===== src/rtl/alu_uart_frontend_if.sv =====
// Signal bundle between the UART/ALU environment and alu_uart_frontend.
// The master side is the frontend itself; the slave side is UART receiver, transmitter and ALU.
interface alu_uart_frontend_if #(
  parameter int NB_DATA = 8,
  parameter int NB_OP   = 6
);
  logic [7:0]               i_rx_data;
  logic                     i_rx_done;
  logic [NB_DATA-1:0]       o_data_a;
  logic [NB_DATA-1:0]       o_data_b;
  logic [NB_OP-1:0]         o_op;
  logic signed [NB_DATA:0]  i_alu_res;
  logic [7:0]               o_tx_data;
  logic                     o_tx_start;
  logic                     i_tx_done;
  logic                     o_busy;

  modport master (
    input  i_rx_data, i_rx_done, i_alu_res, i_tx_done,
    output o_data_a, o_data_b, o_op, o_tx_data, o_tx_start, o_busy
  );

  modport slave (
    output i_rx_data, i_rx_done, i_alu_res, i_tx_done,
    input  o_data_a, o_data_b, o_op, o_tx_data, o_tx_start, o_busy
  );
endinterface


===== src/rtl/alu_uart_frontend.sv =====
// Collects operand A, operand B and opcode bytes from the UART, lets the ALU settle one
// cycle, then returns the sign-extended 16-bit result as two bytes, low byte first.
module alu_uart_frontend #(
  parameter int NB_DATA     = 8,
  parameter int NB_OP       = 6,
  parameter int TIMEOUT_CYC = 1_000_000
) (
  input  logic                 i_clk,
  input  logic                 i_rst_n,
  alu_uart_frontend_if.master  bus
);

  localparam int CNT_W = (TIMEOUT_CYC > 1) ? $clog2(TIMEOUT_CYC) : 1;
  localparam logic [CNT_W-1:0] CNT_LAST = CNT_W'((TIMEOUT_CYC > 0) ? TIMEOUT_CYC - 1 : 0);

  typedef enum logic [2:0] {
    WAIT_A, WAIT_B, WAIT_OP, CALC, SEND_LO, WAIT_LO, SEND_HI, WAIT_HI
  } state_t;

  state_t             state_q, state_d;
  logic [NB_DATA-1:0] data_a_q, data_b_q;
  logic [NB_OP-1:0]   op_q;
  logic [15:0]        res_q;
  logic [15:0]        res_ext;
  logic [7:0]         tx_data_q;
  logic [CNT_W-1:0]   cnt_q;
  logic               accept;
  logic               timeout_hit;

  assign accept      = bus.i_rx_done && (state_q inside {WAIT_A, WAIT_B, WAIT_OP});
  // A byte arriving in the expiry cycle wins over the timeout.
  assign timeout_hit = (TIMEOUT_CYC != 0) && (state_q inside {WAIT_B, WAIT_OP})
                       && !bus.i_rx_done && (cnt_q == CNT_LAST);
  assign res_ext     = {{(15 - NB_DATA){bus.i_alu_res[NB_DATA]}}, bus.i_alu_res};

  // NOTE: next state gets its default before the case so no path leaves it unassigned (no latch).
  always_comb begin
    state_d = state_q;
    unique case (state_q)
      WAIT_A:  if (bus.i_rx_done) state_d = WAIT_B;
      WAIT_B:  if (bus.i_rx_done) state_d = WAIT_OP;
               else if (timeout_hit) state_d = WAIT_A;
      WAIT_OP: if (bus.i_rx_done) state_d = CALC;
               else if (timeout_hit) state_d = WAIT_A;
      CALC:    state_d = SEND_LO;
      SEND_LO: state_d = WAIT_LO;
      WAIT_LO: if (bus.i_tx_done) state_d = SEND_HI;
      SEND_HI: state_d = WAIT_HI;
      WAIT_HI: if (bus.i_tx_done) state_d = WAIT_A;
      default: state_d = WAIT_A;
    endcase
  end

  // NOTE: registers use non-blocking assignments so every flop samples pre-edge values.
  always_ff @(posedge i_clk or negedge i_rst_n) begin
    if (!i_rst_n) state_q <= WAIT_A;
    else          state_q <= state_d;
  end

  always_ff @(posedge i_clk or negedge i_rst_n) begin
    if (!i_rst_n) begin
      data_a_q  <= '0;
      data_b_q  <= '0;
      op_q      <= '0;
      res_q     <= '0;
      tx_data_q <= '0;
      cnt_q     <= '0;
    end else begin
      if (accept && state_q == WAIT_A)  data_a_q <= bus.i_rx_data[NB_DATA-1:0];
      if (accept && state_q == WAIT_B)  data_b_q <= bus.i_rx_data[NB_DATA-1:0];
      if (accept && state_q == WAIT_OP) op_q     <= bus.i_rx_data[NB_OP-1:0];

      // tx_data is loaded one edge early so it is stable for the whole byte transfer.
      if (state_q == CALC) begin
        res_q     <= res_ext;
        tx_data_q <= res_ext[7:0];
      end else if (state_q == WAIT_LO && bus.i_tx_done) begin
        tx_data_q <= res_q[15:8];
      end

      if (accept || timeout_hit)               cnt_q <= '0;
      else if (state_q inside {WAIT_B, WAIT_OP}) cnt_q <= cnt_q + CNT_W'(1);
    end
  end

  assign bus.o_data_a   = data_a_q;
  assign bus.o_data_b   = data_b_q;
  assign bus.o_op       = op_q;
  assign bus.o_tx_data  = tx_data_q;
  assign bus.o_tx_start = (state_q == SEND_LO) || (state_q == SEND_HI);
  assign bus.o_busy     = state_q inside {CALC, SEND_LO, WAIT_LO, SEND_HI, WAIT_HI};

endmodule


===== src/flat_wrapper.sv =====
// flat-port wrapper written by rule: the top's interface ports become plain ports
module alu_uart_frontend_flat 
#(
  parameter int NB_DATA     = 8,
  parameter int NB_OP       = 6,
  parameter int TIMEOUT_CYC = 1_000_000
)
  (i_clk, i_rst_n, bus_i_rx_data, bus_i_rx_done, bus_i_alu_res, bus_i_tx_done, bus_o_data_a, bus_o_data_b, bus_o_op, bus_o_tx_data, bus_o_tx_start, bus_o_busy);
  alu_uart_frontend_if #(.NB_DATA(NB_DATA), .NB_OP(NB_OP)) bus_i ();
  input  logic i_clk;
  input  logic i_rst_n;
  input wire logic [$bits(bus_i.i_rx_data)-1:0] bus_i_rx_data;
  input wire logic [$bits(bus_i.i_rx_done)-1:0] bus_i_rx_done;
  input wire logic [$bits(bus_i.i_alu_res)-1:0] bus_i_alu_res;
  input wire logic [$bits(bus_i.i_tx_done)-1:0] bus_i_tx_done;
  output wire logic [$bits(bus_i.o_data_a)-1:0] bus_o_data_a;
  output wire logic [$bits(bus_i.o_data_b)-1:0] bus_o_data_b;
  output wire logic [$bits(bus_i.o_op)-1:0] bus_o_op;
  output wire logic [$bits(bus_i.o_tx_data)-1:0] bus_o_tx_data;
  output wire logic [$bits(bus_i.o_tx_start)-1:0] bus_o_tx_start;
  output wire logic [$bits(bus_i.o_busy)-1:0] bus_o_busy;
  assign bus_i.i_rx_data = bus_i_rx_data;
  assign bus_i.i_rx_done = bus_i_rx_done;
  assign bus_i.i_alu_res = bus_i_alu_res;
  assign bus_i.i_tx_done = bus_i_tx_done;
  assign bus_o_data_a = bus_i.o_data_a;
  assign bus_o_data_b = bus_i.o_data_b;
  assign bus_o_op = bus_i.o_op;
  assign bus_o_tx_data = bus_i.o_tx_data;
  assign bus_o_tx_start = bus_i.o_tx_start;
  assign bus_o_busy = bus_i.o_busy;
  alu_uart_frontend #(.NB_DATA(NB_DATA), .NB_OP(NB_OP), .TIMEOUT_CYC(TIMEOUT_CYC)) u_core (.i_clk(i_clk), .i_rst_n(i_rst_n), .bus(bus_i));
endmodule

===== config.mk =====
export PLATFORM = sky130hd
export DESIGN_NAME = alu_uart_frontend_flat
export DESIGN_NICKNAME = d
export VERILOG_FILES = /design/src/rtl/alu_uart_frontend_if.sv /design/src/rtl/alu_uart_frontend.sv /design/src/flat_wrapper.sv
export SDC_FILE = /design/constraint.sdc
export NUM_CORES = 1
export LEC_CHECK = 0
export ABC_AREA = 1
export CAP_MARGIN = 5
export CORE_MARGIN = 2
export CORE_UTILIZATION = 51
export DETAILED_ROUTE_END_ITERATION = 10
export PLACE_DENSITY = 0.79
export SLEW_MARGIN = 20
export SYNTH_ARGS = -nofsm -noshare
export SYNTH_HDL_FRONTEND = slang
export SYNTH_SLANG_ARGS = --single-unit

===== constraint.sdc =====
create_clock -name i_clk -period 1.57 [get_ports i_clk]
set_input_delay 0.2355 -clock i_clk [delete_from_list [all_inputs] [get_ports i_clk]]
set_output_delay 0.2355 -clock i_clk [all_outputs]
set_load 0.01 [all_outputs]

Word level (Yosys, flattened, before mapping)
Index checks and enable logic that the tools add are counted.

storage, ports and cells
  bits in registers = 62
  latch bits = 0
  RAM bits = 0
  bits in read-only memories = 0
  input port bits = 21
  output and inout bits = 32
  word-level logic and storage cells = 47
  memories kept = 0

cells by class
  $add $sub $neg = 1
  $mul = 0
  div/mod/pow operators = 0
  order comparisons = 0
  equality and inequality tests = 11
  shifts and indexed selects = 0
  muxes and demuxes = 11
  bitwise gates (word level) = 0
  reduce and logical (&&, ||, !) cells = 17

operators with widths
  operator               number
  $mux 20                2
  $pmux 3 s8             1
  $add 20x1->20 const B  1
  $eq 20x20->1 const B   1
  $mux 3                 6
  $mux 8                 2
  $eq 3x3->1 const B     4
  $logic_and 1x1->1      7
  $eq 3x2->1 const B     2
  $ne 2x2->1 const B     3
  $reduce_bool 2->1      3
  $reduce_bool 5->1      1
  $eq 3x1->1 const B     1
  $logic_not 3->1        1
  $reduce_and 3->1       1
  $reduce_bool 3->1      1
  $logic_or 1x1->1       2
  $logic_not 1->1        1

Longest topological paths before layout
Gate-level depths: netlist of run 1.

  depth in word-level cells = 7
  depth in mapped cells = 10
  mapped depth without buffers = 10

Worst setup path after synthesis of run 1
No wires, ideal clock.

  path type = reg2reg
  start point = reg u_core.cnt_q[0]
  end point = reg u_core.cnt_q[9]
  library setup time = 69 ps
  arrival = 1347 ps
  data required time = 1501 ps
  setup slack = 154 ps
  stages on the path, launching flop included = 10
  buffers on the path = 1
  period minus slack after synthesis = 1416 ps
  path through = dfrtp_1 ha_1 nand3_1 nor2_1 nand3_1 nor2_4 nor2_4 buf_6 nand2_1 nor2_2

on the way
  cells in the longest elaborated chain, start to end = 4
  elaborated cells between the ends (all ways) = 7
  those cells by class = add/sub (1); eq/ne (1); mux (2); reduce/logical (3)

RTL lines
  element                                                                RTL line                 text
  start, declared                                                        alu_uart_frontend.sv:26  logic [CNT_W-1:0] cnt_q;
  start signal, assigned                                                 alu_uart_frontend.sv:82  else if (state_q inside {WAIT_B, WAIT_OP}) cnt_q <= cnt_q + CNT_W'(1);
  parallel branches: the longest is 4 deep, another holds $add 20x1->20  --

Parallel ways; which one is timed is not known. The select of a mux whose other input is x is not followed.
A chain may end at the register's enable or synchronous reset.

Worst setup path in the final report of run 1
  start point = reg u_core.cnt_q[1]
  end point = reg u_core.cnt_q[16]

Same word-level chain as after synthesis.

==> flow_summary_export.csv, run 1 <==
group,metric,value,unit
route,wl_per_cell,14.0,um
critical_path,cp_max_fo,3,
outcome,violations,"negative setup slack",
sta,hold_viol_final,0,
sta,fin_ws,-0.0256,ns
power,p_clk_frac,0.127,
global_route,grt_max_degree,22,
sta,finalSetupViolCount,4,
critical_path,arrival,1.84,ns
cts,cts.sinks,54,
logic_synthesis,ys_types,23,
finish,final_net_count,448,
global_route,grt_usage,0.234,
die,dieArea,5810,um2
die,ioPinCount,53,
die,fp-row-count,26,
sta,fin_crit,1.60,ns
power,switching_share,0.395,
finish,stdcell_area,3710,um2
sta,setup_tns,-0.0404,ns
logic_synthesis,syn_inst,338,
cts,cts_buffer_depth,2,
finish,syn_to_final_growth,39.5,%
route,finalWirelength,6950,um
cts,htreeDepth,2,
placed_design,dpl.hpwl,4750,um
cts,cts_tree,"done",
logic_synthesis,syn-num-nets,360,
finish,final_util,0.732,
run,cap_violations,0,
power,power_density,1620,nW/um2
placed_design,io_buffers,52,
logic_synthesis,synth-seq-cells,54,
global_route,grt_pass1_vias,2390,
die,start_util,0.525,
cts,root_buffer,"clkbuf_8",
sta,timing.final.crit_share,1.02,
route,drtAntennaViolNets,0,
sta,max_freq,0.627,GHz
global_route,antenna_found_initial,0,
logic_synthesis,synthesis.area,2660,um2
global_route,grt_first_pass_wirelength,10900,um
cts,clock_latency,0.31,ns
sta,slew_violations,0,
sta,finClkSkew,0.00273,ns
power,vdd_ir_drop_max,905,uV
finish,antenna_cells,0,
cts,cts.clk_slew.worst_paths,0.10,ns
route,viasPerCell,5.06,
sta,tightestPinTransition,0.530,ns
hold_path,hold_path_class,"in -> async",
route,dr.pass1.iters,5,
power,p_sw,2.38,mW
outcome,status,"finished with violations",
critical_path,cp-start-kind,"register",
logic_synthesis,avgSynthCellArea,7.88,um2
power,power_frac_comb,0.526,
placed_design,placed_area,3430,um2
critical_path,end_kind,"register",
cts,cts_buffers,5,
placed_design,place.gp.congestion,0.869,
logic_synthesis,ys_seq_area_frac,0.508,
die,die_h,76.3,um
global_route,grt_overflow,0,
logic_synthesis,ys_warn_count,0,
critical_path,path_class,"reg -> reg",
power,power.share.sequential,0.347,
die,core_area,5070,um2
power,power,6.02,mW
power,leakagePower,1.70,nW
route,vias,2510,
sta,max_slew_margin,0.647,
power,p_int,3.64,mW
finish,drive_gt1_frac,0.221,
route,drc,0,
sta,grt_setup_unrepaired,"yes",
placed_design,place_ws,-0.232,ns
route,drt_iter0_drc,130,
critical_path,worstPathRequired,1.81,ns
die,die_w,76.3,um
[placed cells by master, fill, tap and decap left out, types with 2 or more instances in the layout]
| master | synthesis | routed |
|---|---|---|
| dfrtp_1 | 54 | 53 |
| buf_12 | 0 | 3 |
| a21oi_2 | 0 | 2 |
| nor2_4 | 4 | 8 |
| clkinvlp_4 | 0 | 2 |
| nand4_1 | 3 | 3 |
| inv_2 | 4 | 5 |
| xor2_1 | 3 | 3 |
| nor3_1 | 11 | 9 |
| inv_1 | 31 | 29 |
| nand2_4 | 3 | 3 |
| nand3_1 | 14 | 11 |
| o21ai_1 | 1 | 2 |
| a21oi_1 | 10 | 8 |
| buf_6 | 2 | 3 |
| o21ai_0 | 31 | 30 |
| clkbuf_8 | 0 | 5 |
| nand3b_1 | 2 | 2 |
| nor2_2 | 6 | 11 |
| nand2_1 | 91 | 85 |
| nand2_2 | 5 | 12 |
| nor2_1 | 53 | 44 |
| buf_4 | 0 | 27 |
| nand3_2 | 3 | 6 |
| clkdlybuf4s50_1 | 0 | 49 |
| nor3_2 | 0 | 2 |
[cells by family (layout without fill, tap and decap cells)]
kind of cell               count (synthesis)  count (layout)  synth area share
adders and majority gates                  1               1           0.00470
buffers and inverters                     41             128            0.0634
and+or+nand+nor                          195             196             0.329
AOI/OAI and AO/OA                         43              43            0.0818
DFF                                       54              54             0.508
xor gates and xnor gates                   4               4            0.0132
[flip-flops by register name, indices dropped and copies added (netlist names)]
register,cells
u_core.bus.o_op,6
u_core.cnt_q,20
u_core.bus.o_tx_data,8
u_core.res_q,1
u_core.bus.o_data_b,8
u_core.bus.o_data_a,8
u_core.state_q,3
[metrics by stage]
| stage | hold slack [ns] | cells |
|---|---|---|
| floorplan | -0.0601 | 338 |
| global placement | 0.245 | 477 |
| detailed placement | 0.240 | 477 |
| CTS | 0.447 | 490 |
| global route | 0.483 | 496 |
| finish | 0.441 | 496 |
[timing repair]
action / 4_1_cts / 5_1_grt
pin swaps: 3 / 12
hold endpoints to repair: 19 / 0
hold buffers: 1 / 0
endpoints found under the setup margin: 20 / 27
gates cloned: 0 / 1
setup buffers: 5 / 5
resized for setup: 5 / 34
[routing by layer]
| metal | part of all wire | global-route usage |
|---|---|---|
| met1 | 0.42 | 0.300 |
| met2 | 0.50 | 0.391 |
| met3 | 0.062 | 0.0592 |
| met4 | 0.024 | 0.0727 |
| met5 | 0 | 0 |
[final cells by class]
| cell class | instances | area (um2) |
|---|---|---|
| Fill cell | 404 | 1360 |
| Sequential cell | 54 | 1350 |
| Multi-Input combinational cell | 244 | 1240 |
| Timing Repair Buffer | 86 | 816 |
| Inverter | 35 | 134 |
| Tap cell | 70 | 87.6 |
| Clock buffer | 5 | 68.8 |
| Clock inverter | 2 | 15.0 |
[synthesized netlist by cell type]
cell type,instances,area [um2]
ha_1,1,12.5
nor2_2,6,37.5
nand3_2,3,30.0
nand3b_1,2,15.0
xnor2_1,1,8.76
nand3_1,14,70.1
nand2_1,91,342
a22oi_1,1,7.51
nor3_1,11,55.1
nor2_1,53,199
clkbuf_1,4,15.0
dfrtp_1,54,1350
o21ai_1,1,5.00
nand2_2,5,31.3
buf_6,2,22.5
inv_1,31,116
nand2_4,3,33.8
inv_2,4,15.0
nand4_1,3,18.8
xor2_1,3,26.3
a21oi_1,10,50.1
o21ai_0,31,155
nor2_4,4,45.0
[final timing paths]
path	depth (start not counted)	start	slack, ns	to
hold / removal	2	i_rst_n	0.44	u_core.cnt_q[11]$_DFFE_PN0P_
max in group asynchronous	3	i_rst_n	0.66	u_core.cnt_q[17]$_DFFE_PN0P_
setup / recovery	10	u_core.cnt_q[1]$_DFFE_PN0P_	-0.03	u_core.cnt_q[16]$_DFFE_PN0P_
setup reg to reg	10	u_core.cnt_q[1]$_DFFE_PN0P_	-0.03	u_core.cnt_q[16]$_DFFE_PN0P_
hold reg to reg	2	u_core.bus.o_op[5]$_DFFE_PN0P_	0.49	u_core.bus.o_op[5]$_DFFE_PN0P_
min in group i_clk	3	bus_i_alu_res[6]	0.49	u_core.bus.o_tx_data[6]$_DFFE_PN0P_
[critical path: stages, from the launching register on]
cell      delay [ns]
dfrtp_1         0.37
ha_2            0.20
nand3_2         0.10
buf_6           0.14
inv_2           0.04
nand3b_1        0.18
nor2_2          0.21
nand3_2         0.09
nand2_1         0.08
nand2_1         0.04
nor2_1          0.08
[power by group through the flow]
| stage | clock [mW] | combinational (mW) | sequential [mW] |
|---|---|---|---|
| after floorplan | 0 | 1.24 | 2.27 |
| after global placement | 0 | 2.72 | 2.12 |
| after detailed placement | 0 | 2.79 | 2.13 |
| after CTS | 0.777 | 2.94 | 2.09 |
| after global routing | 0.827 | 3.45 | 2.15 |
| final | 0.767 | 3.17 | 2.09 |
No activity file was read; power rests on OpenSTA's default activity.
==> inputs of run 2 (changes only) <==
GPL_ROUTABILITY_DRIVEN = 0   (was unset)
==> results of run 2 <==
Same layout as run 1: the final DEF is identical, and so are final timing and power.
==> inputs of run 3 (changes only) <==
CORE_MARGIN = 1   (was 2)
==> run 3 against run 2 <==
The run still ends with negative setup slack left. First-iteration DRC count is 29% higher. Critical path depth is 3 lower. Clock-buffer cell count stayed put. Clock power is 26% higher. Sequential cell count stayed put. Sequential power is 3% higher. Highest routed layer unchanged. Critical path type unchanged. Utilization is 3.5 points higher. Critical endpoint unchanged.
==> flow_summary_export.csv, run 3 (synthesis gave the netlist of run 1 again) <==
group,metric,value,unit
outcome,status,"finished with violations",
outcome,violations,"negative setup slack",
global_route,grt_pass1_vias,2284,
route,drc,0,
finish,final_cell_mix,"90 x nand2_1, 52 x dfrtp_1, 49 x clkdlybuf4s50_1, 44 x nor2_1, 30 x o21ai_0",
power,vdd_ir_drop_max,1200,uV
critical_path,path_cells,"nand2_1 -> nor2_1 -> nand3b_1 -> nor2_2 -> nand3_2 -> nor2_2 -> nor2_1",
sta,fin_crit,1.59,ns
route,drt_iter0_drc,168,
sta,slew_violations,0,
global_route,antenna_found_initial,0,
sta,finClkSkew,0.00704,ns
global_route,grt_max_degree,55,
critical_path,startpoint,"u_core.cnt_q[4]$_DFFE_PN0P_",
die,core_area,4880,um2
die,die_w,74.3,um
cts,cts_buffers,5,
run,cap_violations,0,
placed_design,place_ws,-0.240,ns
cts,cts_buffer_depth,2,
cts,htreeDepth,2,
die,die_h,74.3,um
placed_design,dpl.hpwl,4410,um
route,wl_per_cell,13.6,um
route,finalWirelength,6710,um
cts,root_buffer,"clkbuf_8",
finish,final_cell_count_no_fill,495,
sta,tightestPinTransition,0.498,ns
placed_design,placed_cells,476,
die,fp-row-count,25,
sta,fin_ws,-0.0187,ns
die,start_util,0.546,
route,viasPerCell,5.14,
critical_path,worstPathRequired,1.79,ns
cts,cts.clk_slew.worst_paths,0.10,ns
power,power_density,1670,nW/um2
placed_design,io_buffers,52,
finish,antenna_cells,0,
critical_path,arrival,1.81,ns
sta,max_freq,0.629,GHz
global_route,grt_usage,0.241,
critical_path,cp-start-kind,"register",
critical_path,critPathMaxStageDelay,0.45,ns
cts,cts_tree,"done",
finish,final_common_cell,"nand2_1",
finish,syn_to_final_growth,40.6,%
critical_path,cp_max_fo,5,
critical_path,worstReg2RegStart,"u_core.cnt_q[4]$_DFFE_PN0P_",
sta,finalSetupViolCount,1,
finish,largest_reg_flops,20,
finish,regMostFlops,"u_core.cnt_q",
finish,drive_gt1_frac,0.210,
critical_path,r2r_slack,-0.02,ns
finish,fillCellCount,368,
critical_path,critPathBufInv,0,
route,dr.pass1.iters,5,
critical_path,cp_slowest_cell,"dfrtp_1",
route,vias,2544,
cts,cts.sinks,54,
route,drtAntennaViolNets,0,
critical_path,crit_family,"simple AND/OR/NAND/NOR gates",
critical_path,path_class,"reg -> reg",
sta,timing.final.crit_share,1.01,
global_route,grt_overflow,0,
hold_path,hold_path_class,"in -> async",
global_route,grt_first_pass_wirelength,10000,um
die,dieArea,5510,um2
finish,final_net_count,449,
sta,max_slew_margin,0.665,
sta,grt_setup_unrepaired,"yes",
critical_path,end_kind,"register",
critical_path,r2r_end,"u_core.cnt_q[16]$_DFFE_PN0P_",
cts,clock_latency,0.31,ns
critical_path,worstRegToRegCells,7,
power,leakagePower,1.72,nW
sta,hold_viol_final,0,
die,ioPinCount,53,
==> run 3: worst max path at each step <==
stage                                         to  slack, ns  cells past startpoint
global placement    u_core.cnt_q[19]$_DFFE_PN0P_      -0.16                     10
finish              u_core.cnt_q[16]$_DFFE_PN0P_      -0.02                      7
floorplan            u_core.cnt_q[9]$_DFFE_PN0P_       0.15                      9
global route        u_core.cnt_q[16]$_DFFE_PN0P_      -0.08                      8
CTS                  u_core.cnt_q[1]$_DFFE_PN0P_      0.009                     10
detailed placement   u_core.cnt_q[4]$_DFFE_PN0P_      -0.24                      9
==> run 3: timing repair <==
item / 4_1_cts / 5_1_grt
hold buffers: 1 / 0
setup endpoints to repair: 13 / 24
pin swaps: 4 / 14
endpoints found under the hold margin: 54 / 0
buffers inserted: 5 / 5
gates resized for setup: 5 / 32
==> run 3: tightest hold or removal path: cells and delay by family <==
family,cells,cell delay (ns)
buffers and inverters,3,0.90
==> run 3: power by group <==
group	internal (mW)	leakage (nW)	total (mW)	switching (mW)
combinational	1.55	0.973	3.12	1.57
clock	0.484	0.0587	0.969	0.485
sequential	1.84	0.690	2.15	0.309
==> run 3: cell type report <==
type	count	area [um2]	share of cell area
flip-flops and latches	54	1350	0.362
multi-input cells	243	1230	0.329
repair buffers	88	822	0.220
inverters	35	136	0.0364
well taps	67	83.8	0.0224
clock buffers	5	68.8	0.0184
clock inverters	3	47.5	0.0127
==> run 3: per-layer routing <==
| layer | share of wire | up-vias | GRT usage | wire [um] |
|---|---|---|---|---|
| met5 | 0 | - | 0 | 0 |
| met2 | 0.51 | 89 | 0.402 | 3450 |
| met3 | 0.063 | 7 | 0.0420 | 422 |
| li1 | - | 1245 | - | - |
| met4 | 0.011 | 0 | 0.0776 | 74 |
| met1 | 0.41 | 1203 | 0.321 | 2770 |
==> run 3: through the flow <==
stage | total power [mW] | utilization | cell area [um2] | TNS [ns] | hold WS, ns
6_report | 6.24 | 0.767 | 3740 | -0.0187 | 0.429
3_5_place_dp | 4.91 | 0.702 | 3420 | -3.30 | 0.251
3_3_place_gp | 4.83 | 0.702 | 3420 | -2.36 | 0.252
5_1_grt | 6.63 | 0.767 | 3740 | -0.521 | 0.484
2_1_floorplan | 3.51 | - | 2660 | 0 | -0.0601
4_1_cts | 6.02 | 0.739 | 3610 | 0 | 0.449
==> variant 1: new RTL, settings of run 2 <==
`NB_OP` is set to 6 in 3 places; all go to 7.
--- a/src/rtl/alu_uart_frontend_if.sv
+++ b/src/rtl/alu_uart_frontend_if.sv
@@ -2,7 +2,7 @@
 // The master side is the frontend itself; the slave side is UART receiver, transmitter and ALU.
 interface alu_uart_frontend_if #(
   parameter int NB_DATA = 8,
-  parameter int NB_OP   = 6
+  parameter int NB_OP   = 7
 );
   logic [7:0]               i_rx_data;
   logic                     i_rx_done;
--- a/src/rtl/alu_uart_frontend.sv
+++ b/src/rtl/alu_uart_frontend.sv
@@ -2,7 +2,7 @@
 // cycle, then returns the sign-extended 16-bit result as two bytes, low byte first.
 module alu_uart_frontend #(
   parameter int NB_DATA     = 8,
-  parameter int NB_OP       = 6,
+  parameter int NB_OP       = 7,
   parameter int TIMEOUT_CYC = 1_000_000
 ) (
   input  logic                 i_clk,
--- a/src/flat_wrapper.sv
+++ b/src/flat_wrapper.sv
@@ -2,7 +2,7 @@
 module alu_uart_frontend_flat 
 #(
   parameter int NB_DATA     = 8,
-  parameter int NB_OP       = 6,
+  parameter int NB_OP       = 7,
   parameter int TIMEOUT_CYC = 1_000_000
 )
   (i_clk, i_rst_n, bus_i_rx_data, bus_i_rx_done, bus_i_alu_res, bus_i_tx_done, bus_o_data_a, bus_o_data_b, bus_o_op, bus_o_tx_data, bus_o_tx_start, bus_o_busy);
Ports: changed (resized bus_o_op); port bits go from 53 to 54. No check against the original RTL was run, so the function may have changed too.
==> variant 1 against run 2 <==
  * Setup slack improved by 0.030 ns
  * Sequential cell count rose by 1
  * Power rose by 2.8%
  * Wire length rose by 2.8%
  * Area after synthesis rose by 1.7%
  * Critical path type unchanged
  * Design area rose by 0.67%
  * Largest cell class unchanged
  * Synthesized cell count rose by 1.5%
==> variant 1: results (changes against run 2) <==
{
  "synth-adder-area-share": {"value": 0.462, "unit": "%", "change": "-0.0080 points"},
  "design.final.nets": {"value": 452, "change": "+0.89%"},
  "post_cts_resize_count": {"value": 3, "change": "-2"},
  "worstMarginPinSlew": {"value": 0.492, "unit": "ns", "change": "-0.0373 ns"},
  "placed_cells": {"value": 481, "change": "+0.84%"},
  "average_vias_per_placed_instance": {"value": 5.16, "change": "+2.0%"},
  "multi_input_area_share": {"value": 33.1, "unit": "%", "change": "-0.36 points"},
  "run_status": "finished clean",
  "critical-path-max-stage-delay": {"value": 0.40, "unit": "ns", "change": "+0.03 ns"},
  "cts_setup_buffers": {"value": 3, "change": "-2"},
  "met3_length": {"value": 437, "unit": "um", "change": "+2.1%"},
  "synth_area_leaders": "sky130_fd_sc_hd__dfrtp_1 (51%), sky130_fd_sc_hd__nand2_1 (13%), sky130_fd_sc_hd__nor2_1 (7.8%)",
  "sh_seq_area": {"value": 36.9, "unit": "%", "change": "+0.53 points"},
  "layout.comb_gates.multi_input": {"value": 247, "change": "+1.2%"},
  "synth_fp_nets": {"value": 365, "change": "+1.4%"},
  "detailed_place_hpwl": {"value": 4810, "unit": "um", "change": "+1.4%"},
  "finClkSkew": {"value": 0.0165, "unit": "ns", "change": "+0.0137 ns"},
  "dr_total_vias": {"value": 2585, "change": "+3.0%"},
  "combinationalPowerShare": {"value": 51.6, "unit": "%", "change": "-1.0 points"},
  "gr-usage-met2": {"value": 39.4, "unit": "%", "change": "+0.27 points"},
  "grt_use_total": {"value": 23.1, "unit": "%", "change": "-0.23 points"},
  "cts_sinks": {"value": 55, "change": "+1.9%"},
  "drt-initial-drc-count": {"value": 222, "change": "+71%"},
  "gr-usage-met1": {"value": 29.6, "unit": "%", "change": "-0.36 points"},
  "net-switching-power": {"value": 2430, "unit": "uW", "change": "+2.2%"},
  "grtUsageMet3": {"value": 4.35, "unit": "%", "change": "-1.6 points"},
  "drt-met1-wl": {"value": 3020, "unit": "um", "change": "+4.2%"},
  "detailroute.wirelength.met2": {"value": 3590, "unit": "um", "change": "+4.0%"},
  "nonClkBufAreaFrac": {"value": 21.5, "unit": "%", "change": "-0.41 points"}
}
-- variant 1: critical path: cells and delay by family (launching register included) --
| kind | cells | cell delay [ns] |
|---|---|---|
| adders and majority gates | 1 | 0.21 |
| and+or+nand+nor | 6 | 0.63 |
| AOI/OAI and AO/OA | 1 | 0.06 |
| DFF | 1 | 0.40 |
| buffers and inverters | 1 | 0.13 |
-- variant 1: path summary, 6_finish.rpt --
path,from,endpoint,slack [ns],cells past startpoint
hold reg to reg,u_core.bus.o_op[4],u_core.bus.o_op[4],0.50,2
setup / recovery,u_core.cnt_q[1],u_core.cnt_q[5],0.005,9
max in group asynchronous,i_rst_n,u_core.state_q[0],0.61,3
min in group i_clk,bus_i_alu_res[2],u_core.bus.o_tx_data[2],0.46,3
setup reg to reg,u_core.cnt_q[1],u_core.cnt_q[5],0.005,9
hold / removal,i_rst_n,u_core.bus.o_tx_data[0],0.40,2
==> variant 2: new RTL, config.mk and constraints of run 2 <==
Made on the original files. Make the reset (`i_rst_n`) synchronous in 2 clocked blocks.
--- a/src/rtl/alu_uart_frontend.sv
+++ b/src/rtl/alu_uart_frontend.sv
@@ -52,12 +52,12 @@
   end
 
   // NOTE: registers use non-blocking assignments so every flop samples pre-edge values.
-  always_ff @(posedge i_clk or negedge i_rst_n) begin
+  always_ff @(posedge i_clk) begin
     if (!i_rst_n) state_q <= WAIT_A;
     else          state_q <= state_d;
   end
 
-  always_ff @(posedge i_clk or negedge i_rst_n) begin
+  always_ff @(posedge i_clk) begin
     if (!i_rst_n) begin
       data_a_q  <= '0;
       data_b_q  <= '0;
Function: differs if i_rst_n is asserted again (counterexample within 4 cycles, from zero or initial values and one cycle with i_rst_n low); with i_rst_n held inactive, the same outputs for 10 cycles.
==> variant 2 against run 2 <==
  * Setup slack better by 0.13 ns
  * Largest cell class is now multi-input combinational cells
  * Utilization is 2.9 points lower
  * Non-clock buffer count is 18 lower
  * Area after synthesis is 7.8% lower
  * Sequential cell count stayed put
  * Design area is 11% lower
  * Die area is 7.4% lower
  * Wire length is 15% lower
Power is not compared: it rests on default switching activity, and its combinational part moved more than twofold at a synthesized area within 25%.
==> variant 2: results (changes against run 2) <==
{
  "met3_length": {"value": 493, "unit": "um", "change": "+15%"},
  "run_status": "finished clean",
  "final_layout_size_suffix_gt1_share": {"value": 14.8, "unit": "%", "change": "-7.2 points"},
  "ys_seq_area_share": {"value": 44.0, "unit": "%", "change": "-6.7 points"},
  "synth_fp_nets": {"value": 369, "change": "+2.5%"},
  "drt-met1-wl": {"value": 2550, "unit": "um", "change": "-12%"},
  "cts_bufs_inserted": {"value": 5, "change": "unchanged"},
  "critical-path-max-stage-delay": {"value": 0.35, "unit": "ns", "change": "-0.02 ns"},
  "grt_pass1_wl": {"value": 9600, "unit": "um", "change": "-12%"},
  "place_area": {"value": 3160, "unit": "um^2", "change": "-7.7%"},
  "hold_path.class": "input port to flip-flop",
  "timing.critical_path.fanout_max": {"value": 4, "change": "+1"},
  "max_freq": {"value": 0.680, "unit": "GHz", "change": "+8.6%"},
  "worst-r2r-setup-slack": {"value": 0.10, "unit": "ns", "change": "+0.13 ns"},
  "critPathArrivalTime": {"value": 1.67, "unit": "ns", "change": "-0.17 ns"},
  "synth.top_cells.by_count": "sky130_fd_sc_hd__nor2_1 (84), sky130_fd_sc_hd__nand2_1 (61), sky130_fd_sc_hd__dfxtp_1 (54), sky130_fd_sc_hd__inv_1 (33), sky130_fd_sc_hd__o21ai_0 (33)",
  "grt_start_max_net_pins": {"value": 23, "change": "+4.5%"},
  "fillCellCount": {"value": 403, "change": "-0.25%"},
  "dr_pass1_iterations": {"value": 4, "change": "-1"},
  "p_leak_uw": 0.00132,
  "worstMarginPinSlew": {"value": 0.422, "unit": "ns", "change": "-0.108 ns"},
  "multi_input_area": {"value": 1250, "unit": "um^2", "change": "+0.50%"},
  "design.final.nets": {"value": 439, "change": "-2.0%"},
  "cts_buffer_depth": {"value": 2, "change": "unchanged"},
  "postSynth.topFlopCell": "sky130_fd_sc_hd__dfxtp_1",
  "route.detailed.wl_per_inst": {"value": 12.5, "unit": "um", "change": "-11%"},
  "grt_use_total": {"value": 22.6, "unit": "%", "change": "-0.74 points"},
  "crit_path_top_delay_cell": "sky130_fd_sc_hd__dfxtp_2",
  "ys_types": {"value": 32, "change": "+39%"},
  "number_of_global_route_vias_before_repair": {"value": 2273, "change": "-4.9%"},
  "final-hold-violation-count": {"value": 0, "change": "unchanged"},
  "detailroute.wirelength.met2": {"value": 2840, "unit": "um", "change": "-18%"},
  "finClkSkew": {"value": 0.0136, "unit": "ns", "change": "+0.0109 ns"},
  "drt-initial-drc-count": {"value": 117, "change": "-10%"},
  "synth_area_leaders": "sky130_fd_sc_hd__dfxtp_1 (44%), sky130_fd_sc_hd__nor2_1 (13%), sky130_fd_sc_hd__nand2_1 (9.3%)",
  "detailed_place_hpwl": {"value": 4180, "unit": "um", "change": "-12%"},
  "critical-path-top-delay-family": "simple AND/OR/NAND/NOR gates",
  "synth_async_sr_flop_share": {"value": 0, "unit": "%", "change": "-100 points"},
  "average_vias_per_placed_instance": {"value": 5.13, "change": "+1.3%"}
}
variant 2: worst paths after layout:
check / from / cells after the start / end
worst min-delay path: bus_i_alu_res[3] / 3 / u_core.bus.o_tx_data[3]
worst max-delay path: u_core.cnt_q[0] / 10 / u_core.cnt_q[12]
worst max register to register: u_core.cnt_q[0] / 10 / u_core.cnt_q[12]
worst min register to register: u_core.cnt_q[2] / 2 / u_core.cnt_q[2]
variant 2: worst reg2reg max path, cell delays in order (launching register included):
cell and delay, ns:
sky130_fd_sc_hd__dfxtp_2 0.35, sky130_fd_sc_hd__ha_1 0.16, sky130_fd_sc_hd__nand2_1 0.12, sky130_fd_sc_hd__nor2_4 0.15, sky130_fd_sc_hd__nand3_2 0.08, sky130_fd_sc_hd__nor2_2 0.11
sky130_fd_sc_hd__nand2_2 0.09, sky130_fd_sc_hd__nand3_4 0.10, sky130_fd_sc_hd__inv_2 0.07, sky130_fd_sc_hd__o21ai_0 0.07, sky130_fd_sc_hd__inv_1 0.06
variant 2: kinds of logic after synthesis:
| kind of cell | count (synthesis) | share of synthesized area, % |
|---|---|---|
| fa+ha+maj | 1 | 0.509 |
| xor+xnor | 6 | 2.14 |
| compound gates | 53 | 11.4 |
| buf+inv | 41 | 6.72 |
| simple gates | 192 | 35.2 |
| flops | 54 | 44.0 |
variant 2: what timing repair did:
action                                  CTS  global route
gates resized for setup                   5            12
buffers inserted                          0             0
pin swaps                                 0             2
endpoints found under the setup margin    2            21
variant 2: power groups by stage:
stage,Combinational (uW),Clock [uW],Sequential [uW]
6_report,452,819,1470
5_1_grt,491,882,1480
4_1_cts,449,834,1470
3_5_place_dp,446,0,1500
3_3_place_gp,441,0,1500
2_1_floorplan,172,0,1520
variant 2: final cells by class:
class                      instances  area share, %
multi-input combinational        252           37.8
sequential                        54           33.0
timing repair buffer              68           20.1
inverter                          36           4.17
clock buffer                       6           2.50
tap                               54           2.05
clock inverter                     2          0.379
variant 2: layer usage:
metal / GRT usage, % / up-vias
met4: 6.26 / 0
met2: 38.4 / 69
li1: - / 1243
met3: 8.92 / 4
met1: 26.5 / 1103
met5: 0 / -
variant 2: per-stage QoR:
step                      setup WS (ns)  hold WS [ns]  instances   TNS, ns
after CTS                        0.0314         0.465        472         0
after global routing            0.00950         0.479        472         0
after global placement           0.0520         0.455        464         0
final                             0.100         0.472        472         0
after floorplan                   0.161         0.370        347         0
after detailed placement       -0.00927         0.467        464  -0.00927
